[config.mk]
export PLATFORM = sky130hd
export DESIGN_NAME = crc_engine_arbiter
export DESIGN_NICKNAME = d
export VERILOG_FILES = /design/src/rtl/crc_engine_arbiter.sv
export SDC_FILE = /design/constraint.sdc
export NUM_CORES = 1
export LEC_CHECK = 0
export CAP_MARGIN = 20
export CORE_ASPECT_RATIO = 0.7
export CORE_MARGIN = 4
export CORE_UTILIZATION = 33
export DETAILED_ROUTE_END_ITERATION = 10
export GPL_ROUTABILITY_DRIVEN = 1
export GPL_TIMING_DRIVEN = 0
export PLACE_DENSITY = 0.66
export SLEW_MARGIN = 20
export SYNTH_ARGS = -nofsm -noshare
export SYNTH_HDL_FRONTEND = slang
export SYNTH_SLANG_ARGS = --single-unit
[constraint.sdc]
create_clock -name clk -period 2.95 [get_ports clk]
set_input_delay 0.59 -clock clk [delete_from_list [all_inputs] [get_ports clk]]
set_output_delay 0.59 -clock clk [all_outputs]
set_load 0.05 [all_outputs]
[src/rtl/crc_engine_arbiter.sv]
`default_nettype none
// ============================================================================
//  Module   : crc_engine_arbiter
//  Purpose  : Round-robin sharing of one byte-wide CRC16 engine between NREQ
//             word requesters; streams each word MSB byte first.
//  Revision : 1.0  initial release
// ============================================================================
module crc_engine_arbiter #(
  parameter int NREQ   = 4,
  parameter int DATA_W = 64
) (
  input  logic                     clk,
  input  logic                     rst,
  input  logic [NREQ-1:0]          req,
  input  logic [NREQ*DATA_W-1:0]   reqData,
  output logic [NREQ-1:0]          grant,
  output logic [NREQ-1:0]          done,
  output logic [15:0]              crcResult,
  output logic                     busy,
  output logic [7:0]               engData,
  output logic                     engEn,
  output logic                     engRst,
  input  logic [15:0]              engCrc
);

  localparam int NBYTE = DATA_W / 8;
  localparam int IDX_W = $clog2(NREQ);
  localparam int CNT_W = (NBYTE > 1) ? $clog2(NBYTE) : 1;
  localparam logic [CNT_W-1:0] C_LAST_BYTE = CNT_W'(NBYTE - 1);
  localparam logic [IDX_W-1:0] C_LAST_REQ  = IDX_W'(NREQ - 1);

  typedef enum logic [2:0] {
    S_IDLE = 3'd0,
    S_CLR  = 3'd1,
    S_FEED = 3'd2,
    S_WAIT = 3'd3,
    S_DONE = 3'd4
  } state_t;

  state_t             r_state;
  logic [IDX_W-1:0]   r_rrPtr;
  logic [CNT_W-1:0]   r_cnt;
  logic [DATA_W-1:0]  r_capture;

  logic               w_pickValid;
  logic [IDX_W-1:0]   w_pickIdx;
  logic [NREQ-1:0]    w_pickOneHot;
  logic [DATA_W-1:0]  w_pickData;
  logic [CNT_W-1:0]   w_byteIdx;
  logic [7:0]         w_byte;

  // Scan from farthest to nearest so the requester just after rrPtr wins.
  always_comb begin
    w_pickValid = 1'b0;
    w_pickIdx   = '0;
    for (int k = NREQ; k >= 1; k--) begin
      logic [IDX_W-1:0] cand;
      cand = IDX_W'((int'(r_rrPtr) + k) % NREQ);
      if (req[cand]) begin
        w_pickValid = 1'b1;
        w_pickIdx   = cand;
      end
    end
  end

  always_comb begin
    w_pickOneHot = NREQ'(1) << w_pickIdx;
    w_pickData   = '0;
    for (int i = 0; i < NREQ; i++) begin
      if (w_pickIdx == IDX_W'(i)) begin
        w_pickData = reqData[i*DATA_W +: DATA_W];
      end
    end
  end

  // Byte to present on the next cycle: byte 0 leaving CLR, else the successor.
  always_comb begin
    w_byteIdx = (r_state == S_FEED) ? r_cnt + 1'b1 : '0;
    w_byte    = '0;
    for (int b = 0; b < NBYTE; b++) begin
      if (w_byteIdx == CNT_W'(b)) begin
        w_byte = r_capture[DATA_W-1-8*b -: 8];
      end
    end
  end

  always_ff @(posedge clk) begin
    if (rst) begin
      r_state   <= S_IDLE;
      r_rrPtr   <= C_LAST_REQ;
      r_cnt     <= '0;
      r_capture <= '0;
      grant     <= '0;
      done      <= '0;
      crcResult <= '0;
      busy      <= 1'b0;
      engData   <= '0;
      engEn     <= 1'b0;
      engRst    <= 1'b0;
    end else begin
      engRst  <= 1'b0;
      engEn   <= 1'b0;
      engData <= '0;
      done    <= '0;
      case (r_state)
        S_IDLE: begin
          if (w_pickValid) begin
            r_capture <= w_pickData;
            grant     <= w_pickOneHot;
            r_rrPtr   <= w_pickIdx;
            engRst    <= 1'b1;
            busy      <= 1'b1;
            r_state   <= S_CLR;
          end
        end
        S_CLR: begin
          engEn   <= 1'b1;
          engData <= w_byte;
          r_cnt   <= '0;
          r_state <= S_FEED;
        end
        S_FEED: begin
          if (r_cnt == C_LAST_BYTE) begin
            r_cnt   <= '0;
            r_state <= S_WAIT;
          end else begin
            r_cnt   <= r_cnt + 1'b1;
            engEn   <= 1'b1;
            engData <= w_byte;
          end
        end
        S_WAIT: begin
          crcResult <= engCrc;
          done      <= grant;
          r_state   <= S_DONE;
        end
        S_DONE: begin
          grant   <= '0;
          busy    <= 1'b0;
          r_state <= S_IDLE;
        end
        default: begin
          grant   <= '0;
          busy    <= 1'b0;
          r_state <= S_IDLE;
        end
      endcase
    end
  end

endmodule
`default_nettype wire

==> metrics.cfg <==
[final_layout]
drive_gt1_share_pct = 6.84
layout_common_cells = clkdlybuf4s50_1, dfxtp_1, nand2_1, mux2i_1, o31ai_1
fillers = 1957
finish.net_count = 1416
seq_area_um2 = 2140
multi_input_area_um2 = 4160
final_common_cell = clkdlybuf4s50_1
syn_to_final_growth_pct = 55.1
n_antenna_cell = 0

[power_and_ir_drop]
p_leak_nw = 3.83
vdd_drop_max_v = 0.000293
powerDensity_nw_per_um2 = 492
switching_share_pct = 37.0
switchingPower_mw = 1.92
internal-power_mw = 3.26
power.total_mw = 5.18
combPwrFrac_pct = 40.8
p_clk_share_pct = 22.9
seqPwrFrac_pct = 36.4

[timing]
relSlewSlack_pct = 49.8
worstMarginPinSlew_ns = 0.753
clock_skew_ns = 0.00913
timing.final.ws_setup_ns = 0.144
fmax_ghz = 0.356
rsz0062_at_grt = false
period_needed_ns = 2.81
hold_violations = 0
slew_violations = 0
setup_tns_ns = 0
finalCritPeriodShare_pct = 95.1
setup_viol = 0

[detailed_routing]
wl_per_cell_um = 21.0
vias = 7660
drtIter0Drc = 555
wl_met3_um = 2410
wirelength_um = 29700
wl_met2_um = 12500
route.top_layer_used = met4
final_antenna_net_count = 0
drtPass1Iterations = 5
avgViaCountPerCell = 5.43
met1Wirelength_um = 14500
drc = 0

[clock_tree]
cts_sinks = 107
cts_max_path_buffers = 2
cts_buffers = 9
clkSlewWorstSetupHoldPaths_ns = 0.07
htree_levels = 3
cts-resized-gates = 0
cts_tree = yes
clock-root-buffer = clkbuf_16
post_cts_buffers = 0
clkLatencyLatePin_ns = 0.36
cts_hold_buf = 0

[yosys]
synth_warnings = 0
ys_ff_latch = 107
synth_seq_area_share_pct = 31.6
syn-cell-area_um2 = 6790
yosysTopAreaCell = dfxtp_1
synth-edff-count = 0
ys.flop_type = dfxtp_1
ys_async_sr_fraction_pct = 0
synth_nets = 1094
synth_cells = 814
yosysUniqueCellTypes = 51
synth_top_area_share_pct = 31.6
avgSynthCellArea_um2 = 8.34
ys_top_cells_by_area = dfxtp_1, mux2i_1, o31ai_1, a21o_1, nand2_1

[die]
core_area_um2 = 20000
dieWidth_um = 179
start_util_pct = 33.9
ioPinCount = 313
num_rows = 43
dieArea_um2 = 23000
die_h_um = 128

[flow_run]
maxCapViolCount = 0

[run_status]
status = complete, no violations

[global_route]
antenna_found_initial = 0
grt.overflow.total = 0
grt_max_degree = 18
grt_pass1_vias = 7439
track_usage_pct = 24.3
grt_pass1_wl_um = 43500

[placed_design]
portBuffers = 311
place_ws_ns = -0.260
globalplace.congestion = 0.907
hpwl_um = 23500

[setup_path]
worstSetupEndpointType = register
reg2reg_slack_ns = 0.32
r2r_end = engData[2]
cp.arrival_ns = 3.09
required_ns = 3.23
rr_startpoint = r_cnt[0]
startpoint_type = primary input
r2r_cells = 9
path_max_fanout = 10
critPathKind = in2reg

[hold_path]
min_to = crcResult[4]
min_from = crcResult[4]
min-delay-path-class = reg2reg
worstHoldPathCells = 2

-- through the flow --
step | util (%) | instances | area, µm² | hold WS [ns]
finish | 52.6 | 1411 | 10500 | 0.454
global route | 52.6 | 1411 | 10500 | 0.474
CTS | 52.6 | 1411 | 10500 | 0.457
detailed placement | 51.2 | 1395 | 10200 | 0.446
global placement | 51.2 | 1395 | 10200 | 0.441
floorplan | - | 814 | 6790 | 0.435
-- synth_stat cells (2+ instances only) --
library cell / n
a2111oi_0: 6
buf_6: 9
a22oi_1: 4
nor4_4: 2
a211oi_1: 15
and4_1: 14
or3b_1: 2
a21oi_1: 52
a221oi_1: 8
nor3_1: 3
o211ai_2: 10
nor2b_1: 6
nand3_1: 3
o221ai_1: 8
nand2_1: 92
nand4_1: 50
ha_1: 2
o21ai_1: 2
o211ai_1: 40
nor2_1: 41
and2_1: 8
a21o_1: 52
a2bb2oi_1: 2
buf_4: 2
dfxtp_1: 107
clkbuf_1: 54
buf_1: 3
nand2b_1: 4
a2111oi_2: 8
mux2i_1: 64
a211o_1: 2
nor3_2: 2
o31ai_1: 58
o21ai_0: 17
buf_2: 19
o21a_1: 11
inv_1: 18
-- routing by layer --
layer  up-vias  global-route usage, %
li1       3741                      -
met1      3577                   34.6
met2       327                   36.9
met3        15                   7.52
met4         0                   3.40
met5         -                      0
-- state kept, by name, summed over array words and instances, names as in the netlist, 2 cells and up --
| signal | cells |
|---|---|
| r_capture | 64 |
| r_state | 3 |
| r_rrPtr | 2 |
| grant | 4 |
| engData | 8 |
| done | 4 |
| crcResult | 16 |
| r_cnt | 3 |
-- cell type report --
class	instances	area share [%]
Buffer	88	4.09
Clock buffer	12	2.34
Clock inverter	4	0.333
Inverter	18	0.642
Multi-Input combinational cell	601	39.5
Sequential cell	107	20.3
Tap cell	270	3.21
Timing Repair Buffer	311	29.6
-- cell families (layout without fill, tap and decap cells) --
kind of cell | count (synthesis) | count (layout) | share of synthesized area, %
buffers and inverters | 106 | 433 | 7.33
AND/OR/NAND/NOR | 236 | 236 | 18.7
flip-flops | 107 | 107 | 31.6
multiplexers | 64 | 64 | 9.44
AO/OA/AOI/OAI | 299 | 299 | 32.6
adder cells (fa/ha/maj) | 2 | 2 | 0.369
-- critical path: stages --
cell and delay [ns]:
clkdlybuf4s50_1 0.54, o21ai_0 0.32, clkbuf_1 0.33, buf_2 0.41, clkbuf_1 0.41, nand4_1 0.15, a21o_1 0.23, o211ai_1 0.10
-- power by group through the flow --
stage               combinational [mW]  clock [mW]  sequential [mW]
floorplan                         1.18           0             1.91
global placement                  2.07           0             1.91
detailed placement                2.09           0             1.91
CTS                               2.11        1.20             1.88
global route                      2.27        1.27             1.91
finish                            2.11        1.18             1.88
-- how the worst max path moves through the flow --
stage,startpoint,end,cells after the start
2_1_floorplan,r_cnt[0],engData[0],9
3_3_place_gp,req[1],r_capture[16],7
3_5_place_dp,req[1],r_capture[17],6
4_1_cts,req[1],r_capture[17],6
5_1_grt,req[1],r_capture[36],8
6_report,req[1],r_capture[1],8
Power figures use the tool's default switching activity.
